[src/rtl/load_use_scoreboard_if.sv]
// Interface bundling the ID-stage query, issue, writeback and stall-control
// signals of the load-use scoreboard. The pipeline side uses the master
// modport; the scoreboard itself uses the slave modport.
interface load_use_scoreboard_if #(
    parameter int MAX_OUTSTANDING = 4,
    parameter int CNT_W           = $clog2(MAX_OUTSTANDING + 1)
);
    // ID-stage source-register query
    logic [4:0]       id_rs1;
    logic [4:0]       id_rs2;
    logic             id_use_rs1;
    logic             id_use_rs2;

    // Producer issue at the ID/EX boundary
    logic             issue_valid;
    logic [4:0]       issue_rd;

    // Producer writeback
    logic             wb_valid;
    logic [4:0]       wb_rd;

    // Pipeline squash
    logic             flush;

    // Stall controls and occupancy
    logic             stall;
    logic             pc_write;
    logic             ifid_write;
    logic             idex_bubble;
    logic [CNT_W-1:0] outstanding;

    modport master (
        output id_rs1, id_rs2, id_use_rs1, id_use_rs2,
        output issue_valid, issue_rd, wb_valid, wb_rd, flush,
        input  stall, pc_write, ifid_write, idex_bubble, outstanding
    );

    modport slave (
        input  id_rs1, id_rs2, id_use_rs1, id_use_rs2,
        input  issue_valid, issue_rd, wb_valid, wb_rd, flush,
        output stall, pc_write, ifid_write, idex_bubble, outstanding
    );
endinterface

[src/rtl/load_use_scoreboard.sv]
// Load-use scoreboard: tracks destination registers of in-flight multi-cycle
// producers from issue until writeback. It answers ID-stage source queries and
// drives the stall / PC write / IF-ID write / ID-EX bubble controls.
// Register x0 is never tracked.
module load_use_scoreboard #(
    parameter int MAX_OUTSTANDING = 4,   // 1..31
    parameter int WB_BYPASS       = 1    // 1: same-cycle writeback hides a pending reg
) (
    input  logic                  clk,
    input  logic                  rst_n,
    load_use_scoreboard_if.slave  bus
);

    localparam int                CNT_W   = $clog2(MAX_OUTSTANDING + 1);
    localparam logic [CNT_W-1:0]  CNT_MAX = CNT_W'(MAX_OUTSTANDING);

    // Architectural state: one pending bit per register plus occupancy count.
    logic [31:0]      pending_q, pending_d;
    logic [CNT_W-1:0] count_q,   count_d;

    // Hazard evaluation signals
    logic [31:0]      wb_mask;
    logic [31:0]      eff_pending;
    logic             raw_hazard;
    logic             waw_hazard;
    logic             full_hazard;
    logic             stall;
    logic             rel_hit;
    logic             issue_ok;

    // Hazard detection: combinational from registered state and current inputs.
    always_comb begin
        // NOTE: every signal written here gets a default first, so no path
        // leaves a variable unassigned and no latch is inferred.
        wb_mask = '0;
        if (WB_BYPASS != 0 && bus.wb_valid) begin
            wb_mask[bus.wb_rd] = 1'b1;
        end
        eff_pending = pending_q & ~wb_mask;

        // A release needs the register to actually be pending; writebacks to
        // x0 or to untracked registers are ignored.
        rel_hit = bus.wb_valid && (bus.wb_rd != 5'd0) && pending_q[bus.wb_rd];

        raw_hazard = (bus.id_use_rs1 && (bus.id_rs1 != 5'd0) && eff_pending[bus.id_rs1])
                  || (bus.id_use_rs2 && (bus.id_rs2 != 5'd0) && eff_pending[bus.id_rs2]);

        waw_hazard = bus.issue_valid && (bus.issue_rd != 5'd0) && eff_pending[bus.issue_rd];

        // Table full only blocks when no slot frees up this same cycle.
        full_hazard = bus.issue_valid && (bus.issue_rd != 5'd0)
                   && (count_q == CNT_MAX) && !rel_hit;

        stall = raw_hazard || waw_hazard || full_hazard;

        issue_ok = bus.issue_valid && !stall && !bus.flush && (bus.issue_rd != 5'd0);
    end

    // Next-state: release clears before issue sets; flush overrides everything.
    always_comb begin
        pending_d = pending_q;
        count_d   = count_q;

        if (bus.flush) begin
            pending_d = '0;
            count_d   = '0;
        end else begin
            if (rel_hit) begin
                pending_d[bus.wb_rd] = 1'b0;
            end
            if (issue_ok) begin
                pending_d[bus.issue_rd] = 1'b1;
            end
            case ({issue_ok, rel_hit})
                2'b10:   count_d = count_q + CNT_W'(1);
                2'b01:   count_d = count_q - CNT_W'(1);
                default: count_d = count_q;
            endcase
        end

        pending_d[0] = 1'b0;
    end

    // State registers with asynchronous active-low reset.
    always_ff @(posedge clk or negedge rst_n) begin
        // NOTE: sequential state is updated with non-blocking assignments so
        // every flop samples pre-edge values regardless of statement order.
        // The 32 pending bits are plain flops (not a RAM), so resetting them
        // is cheap and gives a clean, known scoreboard after reset.
        if (!rst_n) begin
            pending_q <= '0;
            count_q   <= '0;
        end else begin
            pending_q <= pending_d;
            count_q   <= count_d;
        end
    end

    // Output drive
    assign bus.stall       = stall;
    assign bus.pc_write    = ~stall;
    assign bus.ifid_write  = ~stall;
    assign bus.idex_bubble = stall;
    assign bus.outstanding = count_q;

    // Structural invariants of the scoreboard state.
    a_count_bound : assert property (@(posedge clk) disable iff (!rst_n)
        count_q <= CNT_MAX);
    a_count_match : assert property (@(posedge clk) disable iff (!rst_n)
        int'(count_q) == $countones(pending_q));
    a_x0_clear    : assert property (@(posedge clk) disable iff (!rst_n)
        pending_q[0] == 1'b0);

endmodule

[src/flat_wrapper.sv]
// flat-port wrapper written by rule: the top's interface ports become plain ports
module load_use_scoreboard_flat 
#(
    parameter int MAX_OUTSTANDING = 4,           
    parameter int WB_BYPASS       = 1                                                  
)
  (clk, rst_n, bus_id_rs1, bus_id_rs2, bus_id_use_rs1, bus_id_use_rs2, bus_issue_valid, bus_issue_rd, bus_wb_valid, bus_wb_rd, bus_flush, bus_stall, bus_pc_write, bus_ifid_write, bus_idex_bubble, bus_outstanding);
  load_use_scoreboard_if #(.MAX_OUTSTANDING(MAX_OUTSTANDING)) bus_i ();
  input  logic clk;
  input  logic rst_n;
  input wire logic [$bits(bus_i.id_rs1)-1:0] bus_id_rs1;
  input wire logic [$bits(bus_i.id_rs2)-1:0] bus_id_rs2;
  input wire logic [$bits(bus_i.id_use_rs1)-1:0] bus_id_use_rs1;
  input wire logic [$bits(bus_i.id_use_rs2)-1:0] bus_id_use_rs2;
  input wire logic [$bits(bus_i.issue_valid)-1:0] bus_issue_valid;
  input wire logic [$bits(bus_i.issue_rd)-1:0] bus_issue_rd;
  input wire logic [$bits(bus_i.wb_valid)-1:0] bus_wb_valid;
  input wire logic [$bits(bus_i.wb_rd)-1:0] bus_wb_rd;
  input wire logic [$bits(bus_i.flush)-1:0] bus_flush;
  output wire logic [$bits(bus_i.stall)-1:0] bus_stall;
  output wire logic [$bits(bus_i.pc_write)-1:0] bus_pc_write;
  output wire logic [$bits(bus_i.ifid_write)-1:0] bus_ifid_write;
  output wire logic [$bits(bus_i.idex_bubble)-1:0] bus_idex_bubble;
  output wire logic [$bits(bus_i.outstanding)-1:0] bus_outstanding;
  assign bus_i.id_rs1 = bus_id_rs1;
  assign bus_i.id_rs2 = bus_id_rs2;
  assign bus_i.id_use_rs1 = bus_id_use_rs1;
  assign bus_i.id_use_rs2 = bus_id_use_rs2;
  assign bus_i.issue_valid = bus_issue_valid;
  assign bus_i.issue_rd = bus_issue_rd;
  assign bus_i.wb_valid = bus_wb_valid;
  assign bus_i.wb_rd = bus_wb_rd;
  assign bus_i.flush = bus_flush;
  assign bus_stall = bus_i.stall;
  assign bus_pc_write = bus_i.pc_write;
  assign bus_ifid_write = bus_i.ifid_write;
  assign bus_idex_bubble = bus_i.idex_bubble;
  assign bus_outstanding = bus_i.outstanding;
  load_use_scoreboard #(.MAX_OUTSTANDING(MAX_OUTSTANDING), .WB_BYPASS(WB_BYPASS)) u_core (.clk(clk), .rst_n(rst_n), .bus(bus_i));
endmodule
[config.mk]
export PLATFORM = sky130hd
export DESIGN_NAME = load_use_scoreboard_flat
export DESIGN_NICKNAME = d
export VERILOG_FILES = /design/src/rtl/load_use_scoreboard_if.sv /design/src/rtl/load_use_scoreboard.sv /design/src/flat_wrapper.sv
export SDC_FILE = /design/constraint.sdc
export NUM_CORES = 1
export LEC_CHECK = 0
export BUFFER_PORTS_ARGS = -buffer_cell sky130_fd_sc_hd__buf_2
export CAP_MARGIN = 20
export CELL_PAD_IN_SITES_DETAIL_PLACEMENT = 2
export CELL_PAD_IN_SITES_GLOBAL_PLACEMENT = 2
export CORE_MARGIN = 10
export CORE_UTILIZATION = 32
export DETAILED_ROUTE_END_ITERATION = 7
export GPL_ROUTABILITY_DRIVEN = 0
export PLACE_DENSITY = 0.84
export SYNTH_ARGS = -nofsm -noshare
export SYNTH_HDL_FRONTEND = slang
export SYNTH_SLANG_ARGS = --single-unit
[constraint.sdc]
create_clock -name clk -period 3 [get_ports clk]
set_input_delay 0.15 -clock clk [delete_from_list [all_inputs] [get_ports clk]]
set_output_delay 0.15 -clock clk [all_outputs]
set_load 0.01 [all_outputs]
# After elaboration in Yosys (flattened, before gate mapping)
# Index checks and enable logic that the tools add are counted.
# classes
n_addsub,2
magnitude_cmp,6
n_eq_ne,3
n_mux,19
bitwise,6
n_reduce_logical,26
# op_table
operator,count
$mux W32,5
$and A32 B32 Y32,2
$not A32 Y32,2
$or A32 B32 Y32,1
$lt A5 B6 Y1 const B,4
$bmux W1 S5,4
$reduce_bool A5 Y1,4
$logic_and A1 B1 Y1,15
$demux W1 S5,2
$ge A5 B1 Y1 const B,2
$mux W1,6
$pmux W3 S2,1
$add A3 B1 Y3 const B,1
$eq A3 B3 Y1 const B,1
$logic_not A1 Y1,3
$logic_or A1 B1 Y1,3
$mux W3,1
$reduce_bool A3 Y1,1
$sub A3 B1 Y3 const B,1
$eq A2 B1 Y1 const B,1
$eq A2 B2 Y1 const B,1
$not A1 Y1,1
# word_totals
regBits,34
out_inout_bits,7
wordCells,64

# Longest topological paths before layout
# logic_depth
ltp_word,20
ltp_mapped,15

# Least setup slack after synthesis
# Ideal clock, no wire load.
# synth_timing
kind,input to register
start,in bus_wb_rd[1]
end,"reg u_core.count_q[2], in the netlist u_core.bus.outstanding[2]"
setup_time_ns,0.128
arrival_time_ns,3.102
setup_slack_ns,-0.229
stages,15
path_cell_list,buf_2 -> or2_1 -> buf_2 -> o21ai_4 -> nor2_1 -> a2111oi_0 -> o311ai_0 -> a32oi_2 -> o2111ai_1 -> buf_4 -> o21a_1 -> fa_1 -> nor2b_1 -> mux2i_1 -> mux2_1
# synth_between
elab_chain_cells,20
# synth_rtl
element,line_no,text
"start, declared",flat_wrapper.sv:18,input wire logic [$bits(bus_i.wb_rd)-1:0] bus_wb_rd;
$lt A5 B6 Y1 (not written as such) or $ge A5 B1 Y1 (tied branches),load_use_scoreboard.sv:37,wb_mask[bus.wb_rd] = 1'b1;
$logic_and A1 B1 Y1 (not written as such),load_use_scoreboard.sv:37,
$mux W1 (not written as such),load_use_scoreboard.sv:37,
$demux W1 S5,--,
$mux W32,load_use_scoreboard.sv:36,if (WB_BYPASS != 0 && bus.wb_valid) begin
$not A32 Y32,load_use_scoreboard.sv:39,eff_pending = pending_q & ~wb_mask;
$and A32 B32 Y32,load_use_scoreboard.sv:39,
"$bmux W1 S5, on equally long branches","load_use_scoreboard.sv:45, load_use_scoreboard.sv:46",
"$mux W1, on equally long branches","load_use_scoreboard.sv:45, load_use_scoreboard.sv:46",
"$logic_and A1 B1 Y1, on equally long branches","load_use_scoreboard.sv:45, load_use_scoreboard.sv:46",
$logic_or A1 B1 Y1,load_use_scoreboard.sv:46,|| (bus.id_use_rs2 && (bus.id_rs2 != 5'd0) && eff_pending[bus.id_rs2]);
$logic_or A1 B1 Y1 (2 in a row),load_use_scoreboard.sv:54,stall = raw_hazard || waw_hazard || full_hazard;
$logic_not A1 Y1,load_use_scoreboard.sv:56,issue_ok = bus.issue_valid && !stall && !bus.flush && (bus.issue_rd != 5'd0);
$logic_and A1 B1 Y1 (3 in a row),load_use_scoreboard.sv:56,
$eq A2 B1 Y1 or $eq A2 B2 Y1 (tied branches),load_use_scoreboard.sv:74,"case ({issue_ok, rel_hit})"
$pmux W3 S2,load_use_scoreboard.sv:74,
$mux W3,load_use_scoreboard.sv:64,if (bus.flush) begin
"end signal, assigned",load_use_scoreboard.sv:95,count_q <= count_d;
"end, declared",load_use_scoreboard.sv:19,"logic [CNT_W-1:0] count_q, count_d;"
# Several ways; a longest one is shown, not always the timed one. The select of a mux whose other input is x is not followed.
# A chain may end at the register's enable or synchronous reset.

# Final worst setup path
# layout_timing
start,reg u_core.pending_q[12]
end,"reg u_core.count_q[2], in the netlist u_core.bus.outstanding[2]"
# layout_between
elab_chain_cells,14
# layout_rtl
element,line_no,text
"start, declared",load_use_scoreboard.sv:18,"logic [31:0] pending_q, pending_d;"
"start signal, assigned",load_use_scoreboard.sv:94,pending_q <= pending_d;
$and A32 B32 Y32,load_use_scoreboard.sv:39,
"$bmux W1 S5, on equally long branches","load_use_scoreboard.sv:45, load_use_scoreboard.sv:46",
"$mux W1, on equally long branches","load_use_scoreboard.sv:45, load_use_scoreboard.sv:46",
"$logic_and A1 B1 Y1, on equally long branches","load_use_scoreboard.sv:45, load_use_scoreboard.sv:46",
$logic_or A1 B1 Y1,load_use_scoreboard.sv:46,
$logic_or A1 B1 Y1 (2 in a row),load_use_scoreboard.sv:54,
$logic_not A1 Y1,load_use_scoreboard.sv:56,
$logic_and A1 B1 Y1 (3 in a row),load_use_scoreboard.sv:56,
$eq A2 B1 Y1 or $eq A2 B2 Y1 (tied branches),load_use_scoreboard.sv:74,
$pmux W3 S2,load_use_scoreboard.sv:74,
$mux W3,load_use_scoreboard.sv:64,
# Several ways; a longest one is shown, not always the timed one. The select of a mux whose other input is x is not followed.

==> reports/metrics.yaml <==
slowest_stage: "or4_1"
clk_pin_slew_worst_paths_ns: 0.08
p_leak_nw: 1.85
diodes: 0
gr-usage-all-layers_pct: 23.1
top_layer_used: "met4"
ys_seq_area_share_pct: 26.2
switching_share_pct: 34.2
max_cap_viol_count: 0
die_area_mm2: 0.0146
min_path_type: "input pin to flop"
required_ns: 3.19
io_pins: 34
min_period_ns: 3.35
dp_cells: 590
htreeDepth: 2
combPwrFrac_pct: 32.5
cts_buffer_depth: 2
synthCells: 363
ir_drop_mv: 0.193
slew_headroom_pct: 45.2
synth-async-reset-ratio_pct: 100
avgSynthCellArea_um2: 8.93
rrSetupSlack_ns: -0.35
fmax_mhz: 299
die_y_um: 121
drtIter0Drc: 323
intPower_w: 0.000820
violations: "setup timing"
num_vias: 3853
maxSlewViolCount: 0
synth_nets: 391
grt_max_degree: 41
pwr-share-clk_pct: 29.5
post-route-period-util_pct: 112
core_area_mm2: 0.00982
drive_above_1_share_pct: 40.5
cts_buffers: 5
crit_path_start_kind: "flop"
crit_end: "u_core.bus.outstanding[2]$_DFFE_PN0P_"
drcViolationCount: 0
power_switching_w: 0.000427
finish.utilization_pct: 45.1
synthFlopType: "dfrtp_1"
power.density_mw_per_mm2: 282
grt_pass1_vias: 4383
placed_area_mm2: 0.00415
fin_hold_ws_ns: 0.228
setup_viol: 37
post_drt_wl_per_cell_um: 28.3
end_kind: "flop"
fp.dieW_um: 121
slowest_delay_ns: 0.51
critPathMostFrequentCell: "mux2i_1"
ctsRootBufferMaster: "clkbuf_8"
synth_cell_types: 62
arrival_ns: 3.53
path_class: "flop to flop"
reg2reg_from: "u_core.pending_q[12]$_DFF_PN0_"
hold_viol_final: 0
initial_utilization_pct: 33.0
status: "finished, violations left"
crit_path_max_fanout: 3
first_pass_iters: 5
port-buffer-count: 33
cts_tree: "done"
worstReg2RegEnd: "u_core.bus.outstanding[2]$_DFFE_PN0P_"
worst_slew_pin_slew_ns: 0.822
nets: 499
num_rows: 36
syn-cell-area_mm2: 0.00324
rsz0062_at_grt: "true"
area_growth_pct: 36.6
route.met3.wl_um: 888
wl_um: 17100
fin_setup_tns_ns: -6.86
fin_area_mm2: 0.00443
wl_met1_um: 7020
routed-wl-met2_um: 8400
post-dp-hpwl_um: 13300
reg2reg_depth: 12
via_per_inst: 6.37
drtAntennaViolNets: 0
final_cells: 605
final.setup.worst_slack_ns: -0.346
clk_latency_ns: 0.30
grt_pass1_wl_um: 26400
yosysWarnings: 0
crit_path_start: "u_core.pending_q[12]$_DFF_PN0_"
grt_antenna_before_repair: 0
path_cells: "mux2i_1 > nor3_1 > or4_1 > a311oi_2 > nor4_2 > a32oi_4 > o2111ai_2 > o21a_1 > fa_1 > nor2b_1 > mux2i_1 > mux2_1"
yosys_register_bits: 34
finalClockSkew_ns: 0.0115
grt-ovfl-total: 0
synth_edf_count: 0
clkSinkCount: 34
p_seq_share_pct: 38.0
power by group through the flow:
stage | Sequential, W | Combinational (W) | Clock, W
after floorplan | 0.000481 | 0.000195 | 0
after global placement | 0.000481 | 0.000332 | 0
after detailed placement | 0.000482 | 0.000354 | 0
after CTS | 0.000474 | 0.000394 | 0.000371
after global routing | 0.000475 | 0.000432 | 0.000390
final | 0.000474 | 0.000406 | 0.000368
state kept, by name, indices dropped and copies added, names as in the netlist:
register and flops:
u_core.pending_q 31, u_core.bus.outstanding 3
per-stage QoR:
stage,setup WS (ns),power [W]
floorplan,-0.162,0.000675
global placement,-0.417,0.000813
detailed placement,-0.676,0.000837
CTS,-0.321,0.00124
global route,-0.458,0.00130
finish,-0.346,0.00125
layer usage:
layer,global-route usage (%),vias to the layer above
met5,0,-
met4,11.3,0
met3,2.98,58
met2,40.3,182
met1,27.4,1976
li1,-,1637
worst max-delay path: cells and delay by family, from the launching register on:
family / cells / cell delay [ns]
compound gates: 4 / 0.87
fa+ha+maj: 1 / 0.38
flops: 1 / 0.45
mux: 3 / 0.68
simple gates: 4 / 0.84
placed cells by master (no fill, tap or decap), drive strengths merged, types with 3 or more instances in the layout:
master   Yosys  layout
o21a         3       3
inv          6       6
mux2i       21      21
nand2b      11      11
and2         3       3
dfrtp       34      34
o21ai       37      37
or4b         3       3
nand4b       5       5
or4          9       9
buf         16     137
or2          4       4
and4b        3       3
nand2       23      23
and3         4       4
a32oi        7       7
mux4         9       9
nor3         6       6
nor2b        8       8
nor2        24      24
clkbuf      21       7
nand4bb      3       3
o32ai       17      17
a21boi       3       3
o311ai       4       4
a22oi        3       3
o22ai       11      11
or3          4       4
a21oi       10      10
o2111ai      3       3
a31oi        6       6
mux2         8       8
nor4         4       4
a2111oi      4       4
nor3b        3       3
cells by family (layout without fill, tap and decap cells):
group	Yosys count	after routing	synth area share [%]
AND/OR/NAND/NOR	124	124	22.5
AO/OA/AOI/OAI	119	119	27.3
buffers and inverters	43	152	6.56
multiplexers	38	38	15.5
flip-flops	34	34	26.2
XOR/XNOR	4	4	1.31
adder cells (fa/ha/maj)	1	1	0.617
layout make-up:
type	count	area, um^2
clock buffer	7	86.3
fill	1094	5390
sequential	34	852
multi-input combinational	286	2300
clock inverter	1	5.00
tap	133	166
inverter	6	22.5
timing repair buffer	138	996
Yosys cell counts, types with 4 or more instances:
| cell type | n | area (um^2) |
|---|---|---|
| dfrtp_1 | 34 | 851 |
| o21ai_0 | 30 | 150 |
| nor2_1 | 24 | 90.1 |
| nand2_1 | 23 | 86.3 |
| clkbuf_1 | 21 | 78.8 |
| mux2i_1 | 21 | 210 |
| nand2b_1 | 11 | 68.8 |
| o22ai_1 | 11 | 68.8 |
| o32ai_1 | 11 | 96.3 |
| a21oi_1 | 10 | 50.1 |
| mux4_2 | 9 | 203 |
| or4_1 | 9 | 67.6 |
| buf_2 | 8 | 40.0 |
| nor2b_1 | 8 | 50.1 |
| a31oi_1 | 6 | 37.5 |
| a32oi_1 | 6 | 52.6 |
| inv_1 | 6 | 22.5 |
| mux2_2 | 6 | 67.6 |
| nor3_1 | 6 | 30.0 |
| o32ai_2 | 6 | 97.6 |
| buf_4 | 5 | 37.5 |
| nand4b_1 | 5 | 43.8 |
| a2111oi_0 | 4 | 35.0 |
| and3_1 | 4 | 25.0 |
| nor4_1 | 4 | 25.0 |
| o21ai_1 | 4 | 20.0 |
| o311ai_0 | 4 | 35.0 |
| or3_1 | 4 | 25.0 |
worst min path at each step:
stage	startpoint	end	slack [ns]	cells past startpoint
2_1_floorplan	rst_n	u_core.bus.outstanding[0]$_DFFE_PN0P_	-0.15	0
3_3_place_gp	rst_n	u_core.bus.outstanding[0]$_DFFE_PN0P_	0.26	1
3_5_place_dp	rst_n	u_core.pending_q[18]$_DFF_PN0_	0.28	1
4_1_cts	bus_issue_rd[1]	u_core.pending_q[8]$_DFF_PN0_	0.23	3
5_1_grt	bus_issue_rd[1]	u_core.pending_q[8]$_DFF_PN0_	0.26	3
6_report	bus_issue_rd[1]	u_core.pending_q[8]$_DFF_PN0_	0.23	3
repair_timing:
action | CTS | global route
endpoints found under the hold margin | 34 | 0
setup buffers | 6 | 0
endpoints found under the setup margin | 37 | 38
resized for setup | 26 | 8
pin swaps | 6 | 2
hold buffers | 1 | 0
Note: power is estimated with default switching activity, not from simulation.
